$ cat config.mk
export PLATFORM = sky130hd
export DESIGN_NAME = adc_scan_ctrl
export DESIGN_NICKNAME = d
export VERILOG_FILES = /design/src/rtl/adc_scan_ctrl.sv
export SDC_FILE = /design/constraint.sdc
export NUM_CORES = 1
export LEC_CHECK = 0
export CAP_MARGIN = 20
export CORE_MARGIN = 1
export CORE_UTILIZATION = 55
export DETAILED_ROUTE_END_ITERATION = 6
export DONT_BUFFER_PORTS = 1
export PLACE_DENSITY = 0.7
export SLEW_MARGIN = 40
export SYNTH_ARGS = -nofsm -noshare
export SYNTH_HDL_FRONTEND = slang
export SYNTH_SLANG_ARGS = --single-unit
$ cat constraint.sdc
create_clock -name adc_clk -period 3.1 [get_ports adc_clk]
set_input_delay 0.155 -clock adc_clk [delete_from_list [all_inputs] [get_ports adc_clk]]
set_output_delay 0.155 -clock adc_clk [all_outputs]
set_load 0.05 [all_outputs]
$ cat src/rtl/adc_scan_ctrl.sv
// adc_scan_ctrl: continuous ADC channel-scan sequencer with per-channel averaging.
// Each conversion pulses adc_start, waits for adc_ready (or times out), accumulates
// the sample, and after 2^AVG_LOG2 samples publishes the channel average.
// Optional feature macro: ADC_ROUND_EN (round-half-up average with saturation;
// when undefined the average is a plain truncating shift).
module adc_scan_ctrl #(
  parameter int NUM_CH      = 2,
  parameter int VALUE_W     = 14,
  parameter int AVG_LOG2    = 3,
  parameter int TIMEOUT_CYC = 255,
  parameter int GAP_CYC     = 2
) (
  input  logic               adc_clk,
  input  logic               rst_n,
  input  logic               enable,
  input  logic               adc_ready,
  input  logic [VALUE_W-1:0] adc_value,
  output logic               adc_start,
  output logic [2:0]         adc_channel_ind,
  output logic [3:0]         adc_counts,
  output logic [VALUE_W-1:0] adc_current_0,
  output logic [VALUE_W-1:0] adc_current_1,
  output logic               scan_done,
  output logic               timeout_err
);

  localparam int AW = VALUE_W + AVG_LOG2;
  localparam int TW = $clog2(TIMEOUT_CYC + 1);
  localparam int GW = (GAP_CYC > 1) ? $clog2(GAP_CYC) : 1;
  localparam logic [4:0] WIN = 5'(1 << AVG_LOG2);

  typedef enum logic [2:0] {S_IDLE, S_START, S_WAIT, S_CAPTURE, S_NEXT} state_t;

  state_t                     state, state_nxt;
  logic [TW-1:0]              tmr;
  logic [GW-1:0]              gap;
  logic [VALUE_W-1:0]         sample;
  logic [AW-1:0]              acc, acc_sum;
  logic [3:0]                 cnt;
  logic [2:0]                 ch;
  logic [1:0][VALUE_W-1:0]    cur;
  logic [VALUE_W-1:0]         avg;
  logic                       wait_to, gap_last, win_done, last_ch;

  assign acc_sum  = acc + AW'(sample);
  assign win_done = ({1'b0, cnt} + 5'd1) == WIN;
  assign last_ch  = ch == 3'(NUM_CH - 1);
  assign wait_to  = (state == S_WAIT) && !adc_ready && (tmr == TW'(TIMEOUT_CYC - 1));
  assign gap_last = gap == GW'(GAP_CYC - 1);

`ifdef ADC_ROUND_EN
  // Round half up; the extra bit catches the carry so we can saturate.
  logic [AW:0]        rsum;
  logic [VALUE_W:0]   rshift;
  assign rsum   = {1'b0, acc_sum} + (AW+1)'(1 << (AVG_LOG2 - 1));
  assign rshift = (VALUE_W+1)'(rsum >> AVG_LOG2);
  assign avg    = rshift[VALUE_W] ? {VALUE_W{1'b1}} : rshift[VALUE_W-1:0];
`else
  // Truncating average: the window sum shifted down, no rounding adder.
  assign avg = VALUE_W'(acc_sum >> AVG_LOG2);
`endif

  // State register.
  always_ff @(posedge adc_clk) begin
    if (!rst_n) state <= S_IDLE;
    else        state <= state_nxt;
  end

  // Next-state: one conversion per START..NEXT pass; enable only matters in IDLE/NEXT.
  always_comb begin
    state_nxt = state;
    case (state)
      S_IDLE:    if (enable) state_nxt = S_START;
      S_START:   state_nxt = S_WAIT;
      S_WAIT: begin
        if (adc_ready)    state_nxt = S_CAPTURE;
        else if (wait_to) state_nxt = S_NEXT;
      end
      S_CAPTURE: state_nxt = S_NEXT;
      S_NEXT:    if (gap_last) state_nxt = enable ? S_START : S_IDLE;
      default:   state_nxt = S_IDLE;
    endcase
  end

  // Datapath: timers, sample latch, accumulator, channel stepping, result registers.
  always_ff @(posedge adc_clk) begin
    if (!rst_n) begin
      tmr         <= '0;
      gap         <= '0;
      sample      <= '0;
      acc         <= '0;
      cnt         <= '0;
      ch          <= '0;
      cur         <= '0;
      scan_done   <= 1'b0;
      timeout_err <= 1'b0;
    end else begin
      scan_done <= 1'b0;
      gap       <= (state == S_NEXT) ? gap + GW'(1) : '0;
      case (state)
        S_START: tmr <= '0;
        S_WAIT: begin
          tmr <= tmr + TW'(1);
          if (adc_ready)    sample      <= adc_value;
          else if (wait_to) timeout_err <= 1'b1;
        end
        S_CAPTURE: begin
          if (win_done) begin
            // Window complete: publish, restart window, step channel.
            for (int i = 0; i < 2; i++)
              if (i < NUM_CH && ch == 3'(i)) cur[i] <= avg;
            acc <= '0;
            cnt <= '0;
            if (last_ch) begin
              ch        <= '0;
              scan_done <= 1'b1;
            end else begin
              ch <= ch + 3'd1;
            end
          end else begin
            acc <= acc_sum;
            cnt <= cnt + 4'd1;
          end
        end
        S_NEXT: begin
          // Leaving to IDLE drops any partial window.
          if (gap_last && !enable) begin
            acc <= '0;
            cnt <= '0;
            ch  <= '0;
          end
        end
        default: ;
      endcase
    end
  end

  assign adc_start       = (state == S_START);
  assign adc_channel_ind = ch;
  assign adc_counts      = cnt;
  assign adc_current_0   = cur[0];
  assign adc_current_1   = cur[1];

endmodule

**Yosys cells after proc, flatten, opt, wreduce, memory -nomap -nowiden**

Cells that the tools add are included.

- Register bits: 80
- Bits in latches: 0
- Bits in writable memories: 0
- Bits in read-only memories: 0
- Logic and storage cells: 66
- Memories: 0

- Add/subtract/negate cells: 6
- Multipliers: 0
- Div/mod/pow operators: 0
- Magnitude comparators: 0
- Eq/ne operators: 12
- Shift-type cells: 0
- Multiplexer cells: 18
- Bitwise operators: 1
- Reductions and logical operators: 18

Operator list:

| kind | number |
|---|---|
| 17-bit two-way mux | 2 |
| 17-bit one-hot mux with 2 select lines | 1 |
| 3-bit two-way mux | 7 |
| 3-bit AND reduction | 6 |
| 17-bit by 14-bit adder with 17-bit output | 1 |
| 8-bit one-hot mux with 2 select lines | 1 |
| 3-bit one-hot mux with 5 select lines | 1 |
| 8-bit by 1-bit adder with 8-bit output (second input constant) | 1 |
| 8-bit == test (second input constant) | 1 |
| 4-bit two-way mux | 2 |
| 4-bit one-hot mux with 2 select lines | 1 |
| 3-bit by 1-bit == test with 1-bit output (second input constant) | 2 |
| 3-bit by 2-bit == test with 1-bit output (second input constant) | 2 |
| 3-bit logical NOT | 2 |
| 2-bit != test (second input constant) | 3 |
| 3-bit one-hot mux with 2 select lines | 1 |
| 2-bit AND reduction | 3 |
| 4-bit by 1-bit adder with 5-bit output (second input constant) | 1 |
| 5-bit by 4-bit == test with 1-bit output (second input constant) | 1 |
| 4-bit by 1-bit adder with 4-bit output (second input constant) | 1 |
| 2-bit nonzero test | 2 |
| 3-bit by 1-bit adder with 3-bit output (second input constant) | 1 |
| 3-bit == test (second input constant) | 1 |
| 1-bit logical AND | 3 |
| other kinds (6) | 8 |

**Logic depth before layout (Yosys ltp)**

Gate-level depths: netlist of the first run.

- Depth after elaboration: 6
- Gate-level depth with buffers: 9

**Worst setup path before layout of the first run**

No wires, ideal clock.

- Path kind: reg2reg
- From: register cnt[0] (netlist: adc_counts[0])
- To: register cur (netlist bit adc_current_1[10])
- Library setup time: 0.130 ns
- Arrival: 2.054 ns
- Required time: 2.970 ns
- Path slack: 0.916 ns
- Cell stages (with the launch flop): 8
- Path buffers: 2
- Cells stage by stage: dfxtp_1 -> and4b_1 -> nand3_2 -> or4b_1 -> buf_2 -> buf_6 -> nand3_2 -> o31ai_2

- Longest elaborated chain between the ends: 3

Ends and longest elaborated chain:

| what | line | text |
|---|---|---|
| start: declaration | 39 | `logic [3:0] cnt;` |
| start signal: assignment | 122 | `cnt <= cnt + 4'd1;` |
| 4-bit by 1-bit adder with 5-bit output | 46 | `assign win_done = ({1'b0, cnt} + 5'd1) == WIN;` |
| 5-bit by 4-bit == test with 1-bit output | 46 |  |
| 3-bit AND reduction (no source line) | - |  |
| end signal: indexed assignment | 111 | `if (i < NUM_CH && ch == 3'(i)) cur[i] <= avg;` |
| end: declaration | 41 | `logic [1:0][VALUE_W-1:0] cur;` |

Every way passes these cells.
A chain may end at the register's enable or synchronous reset.

**Final worst setup path of the first run**

- From: register sample[0]
- To: register acc[14]

- Longest elaborated chain between the ends: 3

Ends and longest elaborated chain:

| what | line | text |
|---|---|---|
| start: declaration | 37 | `logic [VALUE_W-1:0] sample;` |
| start signal: assignment | 104 | `if (adc_ready) sample <= adc_value;` |
| 17-bit by 14-bit adder with 17-bit output | 45 | `assign acc_sum = acc + AW'(sample);` |
| 17-bit two-way mux | 108 | `if (win_done) begin` |
| 17-bit one-hot mux with 2 select lines | 100 | `case (state)` |
| end signal: assignment | 121 | `acc <= acc_sum;` |
| end: declaration | 38 | `logic [AW-1:0] acc, acc_sum;` |

Every way passes these cells.

==> run_results.csv, run 1 <==
group,metric,value,unit
outcome,status,"finished, final reports clean",
finish,synthToLayoutAreaGrowth,10.3,%
route,wl,9110,um
worst_setup_path,critPathBufInv,1,
route,wire_per_inst,15.7,um
finish,ff_latch_area,1600,um^2
synth,netlist_area,3990,um^2
worst_setup_path,ff2ff_setup_slack,680,ps
route,ant_nets,0,
synth,synth.most_common_cell,"dfxtp_1",
timing,slew_headroom,44.7,%
worst_setup_path,worstPathMaxFanout,6,
clock_network,clkTransAtPathRegs,90,ps
worst_setup_path,cpLargestDelayFamily,"compound AO/OA/AOI/OAI gates",
global_routing,antenna_found_initial,0,
worst_setup_path,slowest_stage,"a21oi_1",
timing,rsz0062_at_grt,"false",
clock_network,cts_made_buffers,9,
timing,slew_viol_final,0,
power,pwr-share-seq,50.9,%
clock_network,cts_tree,"yes",
worst_setup_path,crit_start,"sample[0]",
placed_design,place_congestion,0.965,
synth,ys_ff_latch,80,
synth,synthFlopType,"dfxtp_1",
worst_setup_path,cp.arrival,2640,ps
worst_setup_path,crit_type,"reg -> reg",
worst_setup_path,crit_chain,"ha_1 -> inv_1 -> fa_1 -> nand2b_1 -> a21oi_1 -> o31ai_1 -> a21oi_1 -> o311ai_0",
route,drt_iter0_drc,147,
timing,finalSetupViolations,0,
power,p_leak,1.59,nW
synth,yosysSeqAreaShare,40.1,%
synth,synth_mux_area_share,1.00,%
finish,diodes,0,
synth,synth_area_leaders,"dfxtp_1 (40%), nand2_1 (7.1%), ha_1 (5.3%)",
placed_design,io_buffers,0,
synth,synth_edf_count,0,
route,vias,3338,
worst_setup_path,r2r_start,"sample[0]",
die,die_h,87.2,um
timing,final.period_utilization,78.0,%
finish,fin_nets,515,
power,p_int,1.52,mW
timing,fin_hold_ws,21.5,ps
die,die_area,7600,um^2
timing,worstMarginPinSlew,828,ps
hold_path,min_from,"adc_ready",
synth,synth_top_family_by_area,"simple AND/OR/NAND/NOR gates",
synth,synth_xor_area_share,2.41,%
die,rows,30,
timing,timing.final.ws_setup,683,ps
die,coreArea,6910,um^2
synth,yosysUniqueCellTypes,64,
clock_network,post_cts_resized,0,
synth,synth_area_per_cell,8.42,um^2
worst_setup_path,critPathLaunchType,"register",
synth,synth.yosys.warnings,0,
synth,synthAdderAreaFrac,5.83,%
synth,synth_common_cells,"dfxtp_1 (80), nand2_1 (76), o21ai_0 (36)",
finish,multi_input_area,2230,um^2
finish,n_fill_cell,642,
synth,syn_nets,510,
die,start_util,57.8,%
flow_run,maxCapViolCount,0,
timing,final.setup.tns,0,ps
die,io_pins,56,
power,p_clk_share,37.0,%
route,drc_errors,0,
synth,syn_inst,474,
clock_network,clock_path_buffers,2,
power,power_switching,614,uW
timing,finalCriticalPeriod,2420,ps
worst_setup_path,crit_top_cell,"a21oi_1",
global_routing,grtUsageTotal,26.0,%
timing,final-hold-violation-count,0,
global_routing,grt_pass1_wl,15100,um
synth,yosysTopAreaCell,"dfxtp_1",
worst_setup_path,cp.required,3320,ps
power,combPwrFrac,12.1,%
die,fp.dieW,87.2,um
power,swShare,28.7,%
clock_network,clkSinkCount,80,
finish,final_util,63.7,%
synth,synth-compound-area-share,23.2,%
synth,synth-simple-area-share,23.4,%
route,dr.pass1.iters,4,
placed_design,dpl_worst_slack,742,ps
timing,skew,12.1,ps
clock_network,htreeDepth,3,
global_routing,grt_overflow,0,
worst_setup_path,max_stage_delay,420,ps
clock_network,post-cts-setup-buffer-count,0,
synth,synthArstFlopShare,0,%
power,power_per_cell_area,486,nW/um^2
hold_path,hp-class,"in -> reg",
power,total_power,2.14,mW
synth,synth_top_area_share,40.1,%
clock_network,clock_latency,360,ps
worst_setup_path,end_kind,"register",
power,vdd_drop_max,0.000288,V
timing,timing.fmax,414,MHz
finish,drive_gt1_share,7.85,%
placed_design,dpl.hpwl,6310,um
route,via_per_inst,5.76,
clock_network,cts_root_buf,"clkbuf_8",
global_routing,grt_max_degree,70,
global_routing,grt_pass1_vias,3145,
## registers in the layout (all words and copies together), names as in the netlist
register,cells
sample,14
timeout_err,1
gap,1
adc_current_1,14
tmr,8
adc_counts,4
acc,17
state,3
adc_current_0,14
scan_done,1
adc_channel_ind,3
## final timing paths
kind,end,cells after the start
setup / recovery,acc[14],8
hold / removal,timeout_err,2
setup reg to reg,acc[14],8
hold reg to reg,acc[7],2
## cell usage in the layout (no fill, tap or decap), types with 3 or more instances in the layout
master / n
ha_1: 17
buf_4: 5
inv_1: 12
a21boi_0: 22
nand3_1: 28
xnor2_1: 8
inv_6: 3
a211oi_1: 4
a21oi_1: 26
o21ai_1: 11
a21boi_1: 3
nand4_1: 3
or3_1: 6
nor2_1: 24
a22oi_1: 3
dlygate4sd3_1: 14
and3_1: 3
clkbuf_8: 9
and2_1: 8
nand2b_1: 6
nand2_1: 76
a21o_1: 3
dfxtp_1: 80
o211ai_1: 4
o31ai_1: 4
o21ai_0: 36
o31ai_2: 3
xor2_1: 3
nor2b_1: 8
mux2i_1: 4
## power groups by stage
stage / clock (mW) / combinational, mW / sequential (mW)
6_report: 0.792 / 0.258 / 1.09
5_1_grt: 0.857 / 0.290 / 1.09
4_1_cts: 0.811 / 0.259 / 1.09
3_5_place_dp: 0 / 0.228 / 1.11
3_3_place_gp: 0 / 0.224 / 1.11
2_1_floorplan: 0 / 0.200 / 1.10
## layer usage
metal	part of all wire (%)	global-route usage, %	up-vias
li1	-	-	1689
met1	47	35.8	1545
met2	43	38.4	89
met3	7.5	7.30	15
met4	1.8	9.99	0
met5	0	0	-
## cells by family after synthesis
kind of cell | after synthesis
simple gates | 184
compound gates | 139
flops | 80
buf+inv | 38
fa+ha+maj | 18
xor+xnor | 11
mux | 4
## per-stage QoR
| stage | instances | cell area, um^2 |
|---|---|---|
| after CTS | 580 | 4400 |
| after detailed placement | 549 | 4030 |
| after global routing | 580 | 4400 |
| final | 580 | 4400 |
| after global placement | 549 | 4030 |
| after floorplan | 474 | 3990 |
## layout make-up
class	count	share of cell area [%]
clock buffers	9	2.81
clock inverters	7	1.76
multi-input cells	356	50.6
inverters	12	1.02
flip-flops and latches	80	36.4
repair buffers	20	4.66
well taps	96	2.73
## timing repair
action,in CTS,in global routing
hold buffers,15,0
hold endpoints to repair,70,0
setup endpoints to repair,0,0
No activity file was read; power rests on OpenSTA's default activity.
==> run 2: changes to the inputs <==
--- a/config.mk
+++ b/config.mk
@@ -10,7 +10,7 @@
 export CORE_UTILIZATION = 55
 export DETAILED_ROUTE_END_ITERATION = 6
 export DONT_BUFFER_PORTS = 1
-export PLACE_DENSITY = 0.7
+export PLACE_DENSITY = 0.73
 export SLEW_MARGIN = 40
 export SYNTH_ARGS = -nofsm -noshare
 export SYNTH_HDL_FRONTEND = slang
==> constraint.sdc (replaced) <==
create_clock -name adc_clk -period 2.15 [get_ports adc_clk]
set_input_delay 0.1075 -clock adc_clk [delete_from_list [all_inputs] [get_ports adc_clk]]
set_output_delay 0.1075 -clock adc_clk [all_outputs]
set_load 0.05 [all_outputs]
==> run_results.csv, run 2 (synthesis gave the netlist of run 1 again) <==
group,metric,value,unit
outcome,status,"finished, final reports clean",
worst_setup_path,cp.required,2400,ps
timing,finalCriticalPeriod,2090,ps
finish,largest_reg_flops,17,
timing,skew,8.72,ps
route,via_per_inst,5.81,
worst_setup_path,cpLargestDelayFamily,"compound AO/OA/AOI/OAI gates",
worst_setup_path,critPathBufInv,1,
timing,timing.fmax,478,MHz
die,start_util,57.8,%
flow_run,maxCapViolCount,0,
route,drc_errors,0,
worst_setup_path,crit_type,"reg -> reg",
worst_setup_path,critPathLaunchType,"register",
route,drt_iter0_drc,197,
placed_design,dpl_worst_slack,-57.0,ps
finish,diodes,0,
worst_setup_path,crit_chain,"ha_1 -> a211oi_2 -> o31ai_4 -> a211oi_2 -> a211oi_2 -> mux2i_1 -> buf_4 -> o21ai_1",
finish,stdcell_area,4840,um^2
global_routing,met2_usage,44.1,%
clock_network,cts_root_buf,"clkbuf_8",
route,wire_per_inst,16.2,um
global_routing,top_usage_layer,"met2",
die,die_area,7600,um^2
timing,slew_headroom,64.0,%
timing,worstMarginPinSlew,539,ps
worst_setup_path,ff2ff_path_depth,8,
placed_design,place_congestion,0.912,
global_routing,grt_pass1_vias,3266,
finish,final_util,70.1,%
timing,slew_viol_final,0,
placed_design,place_area,4270,um^2
worst_setup_path,r2r_start,"sample[1]",
worst_setup_path,ff2ff_setup_slack,60,ps
clock_network,clock_path_buffers,2,
global_routing,grtUsageTotal,27.3,%
finish,layout_commonest_cell,"nand2_1",
finish,top_register,"acc",
timing,final.period_utilization,97.3,%
die,coreArea,6910,um^2
worst_setup_path,crit_top_cell,"a211oi_2",
finish,layout_common_cells,"nand2_1 (76), dfxtp_1 (74), buf_4 (37)",
global_routing,grt_max_degree,70,
finish,multi_input_area,2390,um^2
worst_setup_path,setup.worst_path.end,"adc_current_0[12]",
clock_network,clock_latency,360,ps
route,ant_nets,0,
worst_setup_path,crit_cells,8,
global_routing,grt_overflow,0,
timing,timing.final.ws_setup,57.0,ps
finish,ff_latch_area,1610,um^2
hold_path,hold_depth,3,
global_routing,use_met1,36.0,%
clock_network,clkTransAtPathRegs,80,ps
finish,fin_nets,549,
global_routing,grt_pass1_wl,15900,um
timing,finalSetupViolations,0,
power,power_per_cell_area,652,nW/um^2
worst_setup_path,crit_start,"sample[1]",
worst_setup_path,timing.rr.end,"adc_current_0[12]",
worst_setup_path,max_stage_delay,350,ps
placed_design,dpl.hpwl,6810,um
hold_path,hp-class,"in -> reg",
placed_design,io_buffers,0,
worst_setup_path,cp.arrival,2340,ps
power,p_leak,1.76,nW
worst_setup_path,slowest_stage,"dfxtp_1",
clock_network,clkSinkCount,80,
finish,drive_gt1_share,18.0,%
die,die_h,87.2,um
clock_network,cts_made_buffers,9,
clock_network,htreeDepth,3,
power,vdd_drop_max,0.000370,V
worst_setup_path,end_kind,"register",
global_routing,gr-usage-met3,4.93,%
timing,final-hold-violation-count,0,
worst_setup_path,worstPathMaxFanout,3,
finish,n_fill_cell,563,
finish,synthToLayoutAreaGrowth,21.3,%
die,io_pins,56,
die,rows,30,
global_routing,antenna_found_initial,0,
die,fp.dieW,87.2,um
route,dr.pass1.iters,5,
route,vias,3570,
route,wl,9970,um
timing,fin_hold_ws,17.4,ps
clock_network,cts_tree,"yes",
[run 2: layout make-up]
| class | count | area share [%] |
|---|---|---|
| Clock buffer | 11 | 3.13 |
| Clock inverter | 5 | 1.14 |
| Inverter | 12 | 0.931 |
| Multi-Input combinational cell | 356 | 49.5 |
| Sequential cell | 80 | 33.2 |
| Tap cell | 96 | 2.48 |
| Timing Repair Buffer | 54 | 9.62 |
[run 2: report_power, final]
part	switching [mW]	total [mW]	leakage, nW	internal [mW]
clock	0.554	1.15	0.101	0.595
sequential	0.0453	1.57	0.648	1.52
combinational	0.268	0.440	1.01	0.173
[run 2: worst min path at each step]
stage	end	slack (ps)	startpoint
after floorplan	sample[0]	250	adc_value[0]
after global placement	timeout_err	230	rst_n
after detailed placement	timeout_err	240	rst_n
after CTS	state[2]	1	adc_ready
after global routing	adc_current_0[11]	10	rst_n
final	state[2]	20	adc_ready
[run 2: worst min-delay path: stages]
cell	delay [ps]
o31ai_2	90
nand2_1	80
a21boi_1	60
[run 2: per-stage QoR]
| step | std cells | power, mW | setup TNS (ps) |
|---|---|---|---|
| floorplan | 474 | 1.87 | 0 |
| global placement | 580 | 1.95 | 0 |
| detailed placement | 580 | 1.96 | -311 |
| CTS | 613 | 3.15 | 0 |
| global route | 614 | 3.27 | -10.4 |
| finish | 614 | 3.16 | 0 |
[run 2: layer usage]
metal / wire [um] / up-vias
met2: 4650 / 119
li1: - / 1763
met1: 4530 / 1671
met3: 627 / 17
met4: 165 / 0
met5: 0 / -
[run 2: timing repair]
action                                 CTS  global route
hold buffers                            17             0
gates resized for setup                 11            20
pin swaps                                6            10
cloned                                   0             0
buffers inserted                         0             1
endpoints found under the hold margin   70             0
setup endpoints to repair               19            16
==> run 3: changes to the inputs <==
--- a/config.mk
+++ b/config.mk
@@ -6,11 +6,13 @@
 export NUM_CORES = 1
 export LEC_CHECK = 0
 export CAP_MARGIN = 20
+export CELL_PAD_IN_SITES_DETAIL_PLACEMENT = 1
+export CELL_PAD_IN_SITES_GLOBAL_PLACEMENT = 1
 export CORE_MARGIN = 1
-export CORE_UTILIZATION = 55
+export CORE_UTILIZATION = 43
 export DETAILED_ROUTE_END_ITERATION = 6
 export DONT_BUFFER_PORTS = 1
-export PLACE_DENSITY = 0.73
+export PLACE_DENSITY_LB_ADDON = 0.1
 export SLEW_MARGIN = 40
 export SYNTH_ARGS = -nofsm -noshare
 export SYNTH_HDL_FRONTEND = slang
==> run_results.csv, run 3 (synthesis gave the netlist of run 1 again) <==
group,metric,value,unit
outcome,status,"finished with violations",
outcome,failed_checks,"DRC",
power,p_leak,1.84,nW
clock_network,clkTransAtPathRegs,80,ps
route,ant_nets,0,
timing,finalSetupViolations,0,
flow_run,maxCapViolCount,0,
finish,fin_nets,564,
worst_setup_path,max_stage_delay,360,ps
worst_setup_path,slowest_stage,"dfxtp_2",
placed_design,dpl_worst_slack,-216,ps
route,vias,3645,
worst_setup_path,cpLargestDelayFamily,"compound AO/OA/AOI/OAI gates",
worst_setup_path,critPathLaunchType,"register",
die,die_h,98.3,um
placed_design,place_congestion,0.805,
global_routing,grtUsageTotal,24.1,%
finish,fin_cells,641,
global_routing,grt_pass1_wl,18300,um
worst_setup_path,crit_cells,11,
timing,slew_headroom,62.4,%
clock_network,clock_path_buffers,2,
worst_setup_path,cp.arrival,2390,ps
timing,timing.fmax,466,MHz
finish,top_register,"acc",
route,dr.pass1.iters,7,
route,drc_errors,4,
timing,final-hold-violation-count,0,
timing,timing.final.ws_setup,2.10,ps
timing,slew_viol_final,0,
die,io_pins,56,
finish,diodes,0,
global_routing,grt_overflow,0,
finish,final_util,57.1,%
die,start_util,45.1,%
worst_setup_path,end_kind,"register",
worst_setup_path,crit_chain,"ha_4 -> inv_1 -> fa_2 -> nand2b_4 -> a21oi_4 -> buf_6 -> o31ai_4 -> a211oi_4 -> buf_6 -> xnor2_2 -> a21oi_1",
worst_setup_path,crit_start,"sample[0]",
finish,synthToLayoutAreaGrowth,26.7,%
finish,n_fill_cell,1063,
die,fp.dieW,98.3,um
finish,layout_common_cells,"nand2_1 (76), dfxtp_1 (70), buf_4 (48)",
die,rows,34,
timing,worstMarginPinSlew,563,ps
route,drt_iter0_drc,71,
finish,largest_reg_flops,17,
worst_setup_path,worstPathMaxFanout,4,
global_routing,grt_max_degree,70,
clock_network,cts_tree,"yes",
worst_setup_path,crit_type,"reg -> reg",
finish,layout_commonest_cell,"nand2_1",
worst_setup_path,crit_top_cell,"buf_6",
clock_network,clock_latency,360,ps
clock_network,clkSinkCount,80,
route,wl,11800,um
placed_design,dp.cells,599,
clock_network,htreeDepth,3,
worst_setup_path,setup.worst_path.end,"adc_current_0[13]",
worst_setup_path,r2r_start,"sample[0]",
worst_setup_path,ff2ff_path_depth,11,
placed_design,dpl.hpwl,7930,um
timing,skew,11.9,ps
power,vdd_drop_max,0.000382,V
timing,finalCriticalPeriod,2150,ps
timing,final.period_utilization,99.9,%
clock_network,cts_made_buffers,9,
placed_design,io_buffers,0,
route,wire_per_inst,18.4,um
die,coreArea,8850,um^2
worst_setup_path,critPathBufInv,3,
global_routing,grt_pass1_vias,3714,
global_routing,antenna_found_initial,0,
die,die_area,9670,um^2
finish,drive_gt1_share,22.3,%
route,via_per_inst,5.69,
worst_setup_path,cp.required,2390,ps
worst_setup_path,timing.rr.end,"adc_current_0[13]",
worst_setup_path,ff2ff_setup_slack,2,ps
timing,rsz0062_at_grt,"true",
power,power_per_cell_area,627,nW/um^2
timing,final.setup.tns,0,ps
clock_network,cts_root_buf,"clkbuf_8",
timing,fin_hold_ws,48.0,ps
hold_path,hp-class,"in -> reg",
-- run 3: cell types whose count changed in the layout (fill, tap and decap cells not counted), sizes merged --
cell | previous run | this run
clkinv | 2 | 3
clkinvlp | 2 | 1
dlygate4sd3 | 16 | 18
buf | 38 | 51
-- run 3: worst min path at each step --
stage	startpoint	slack (ps)	endpoint	cells past startpoint
global placement	rst_n	230	timeout_err	1
CTS	rst_n	50	adc_current_0[10]	2
finish	rst_n	50	adc_current_0[10]	2
floorplan	adc_value[0]	250	sample[0]	2
detailed placement	rst_n	240	timeout_err	1
global route	rst_n	70	adc_current_0[10]	2
-- run 3: routing by layer --
metal,vias to the layer above,track usage (%),part of all wire (%)
met3,10,3.72,4.1
met4,0,7.69,1.2
met5,-,0,0
met2,69,41.7,49
met1,1779,30.8,46
li1,1787,-,-
-- run 3: power by group --
group | internal [mW] | switching, mW
registers | 1.52 | 0.0431
logic | 0.193 | 0.284
clock network | 0.567 | 0.563
-- run 3: area by class of cell --
| cell class | count | area (um^2) | area share, % |
|---|---|---|---|
| inverter | 12 | 45.0 | 0.891 |
| sequential | 80 | 1610 | 31.9 |
| clock inverter | 5 | 56.3 | 1.11 |
| tap | 108 | 135 | 2.67 |
| multi-input combinational | 356 | 2470 | 48.9 |
| clock buffer | 11 | 141 | 2.80 |
| timing repair buffer | 69 | 591 | 11.7 |
-- run 3: through the flow --
step                power (mW)  cell area, um^2
floorplan                 1.87             3990
detailed placement        1.99             4340
global placement          1.98             4340
CTS                       3.17             4870
global route              3.30             5060
finish                    3.17             5060
-- run 3: worst register-to-register path, delay by kind of cell, from the launching register on --
| family | cells | cell delay (ps) |
|---|---|---|
| compound gates | 4 | 550 |
| fa+ha+maj | 2 | 500 |
| flops | 1 | 360 |
| buf+inv | 3 | 340 |
| simple gates | 1 | 160 |
| xor+xnor | 1 | 120 |
-- run 3: timing repair --
item,CTS,global route
hold buffers,19,0
endpoints found under the setup margin,26,29
cloned,0,0
endpoints found under the hold margin,70,0
gates resized for setup,20,32
setup buffers,3,4
pin swaps,7,11
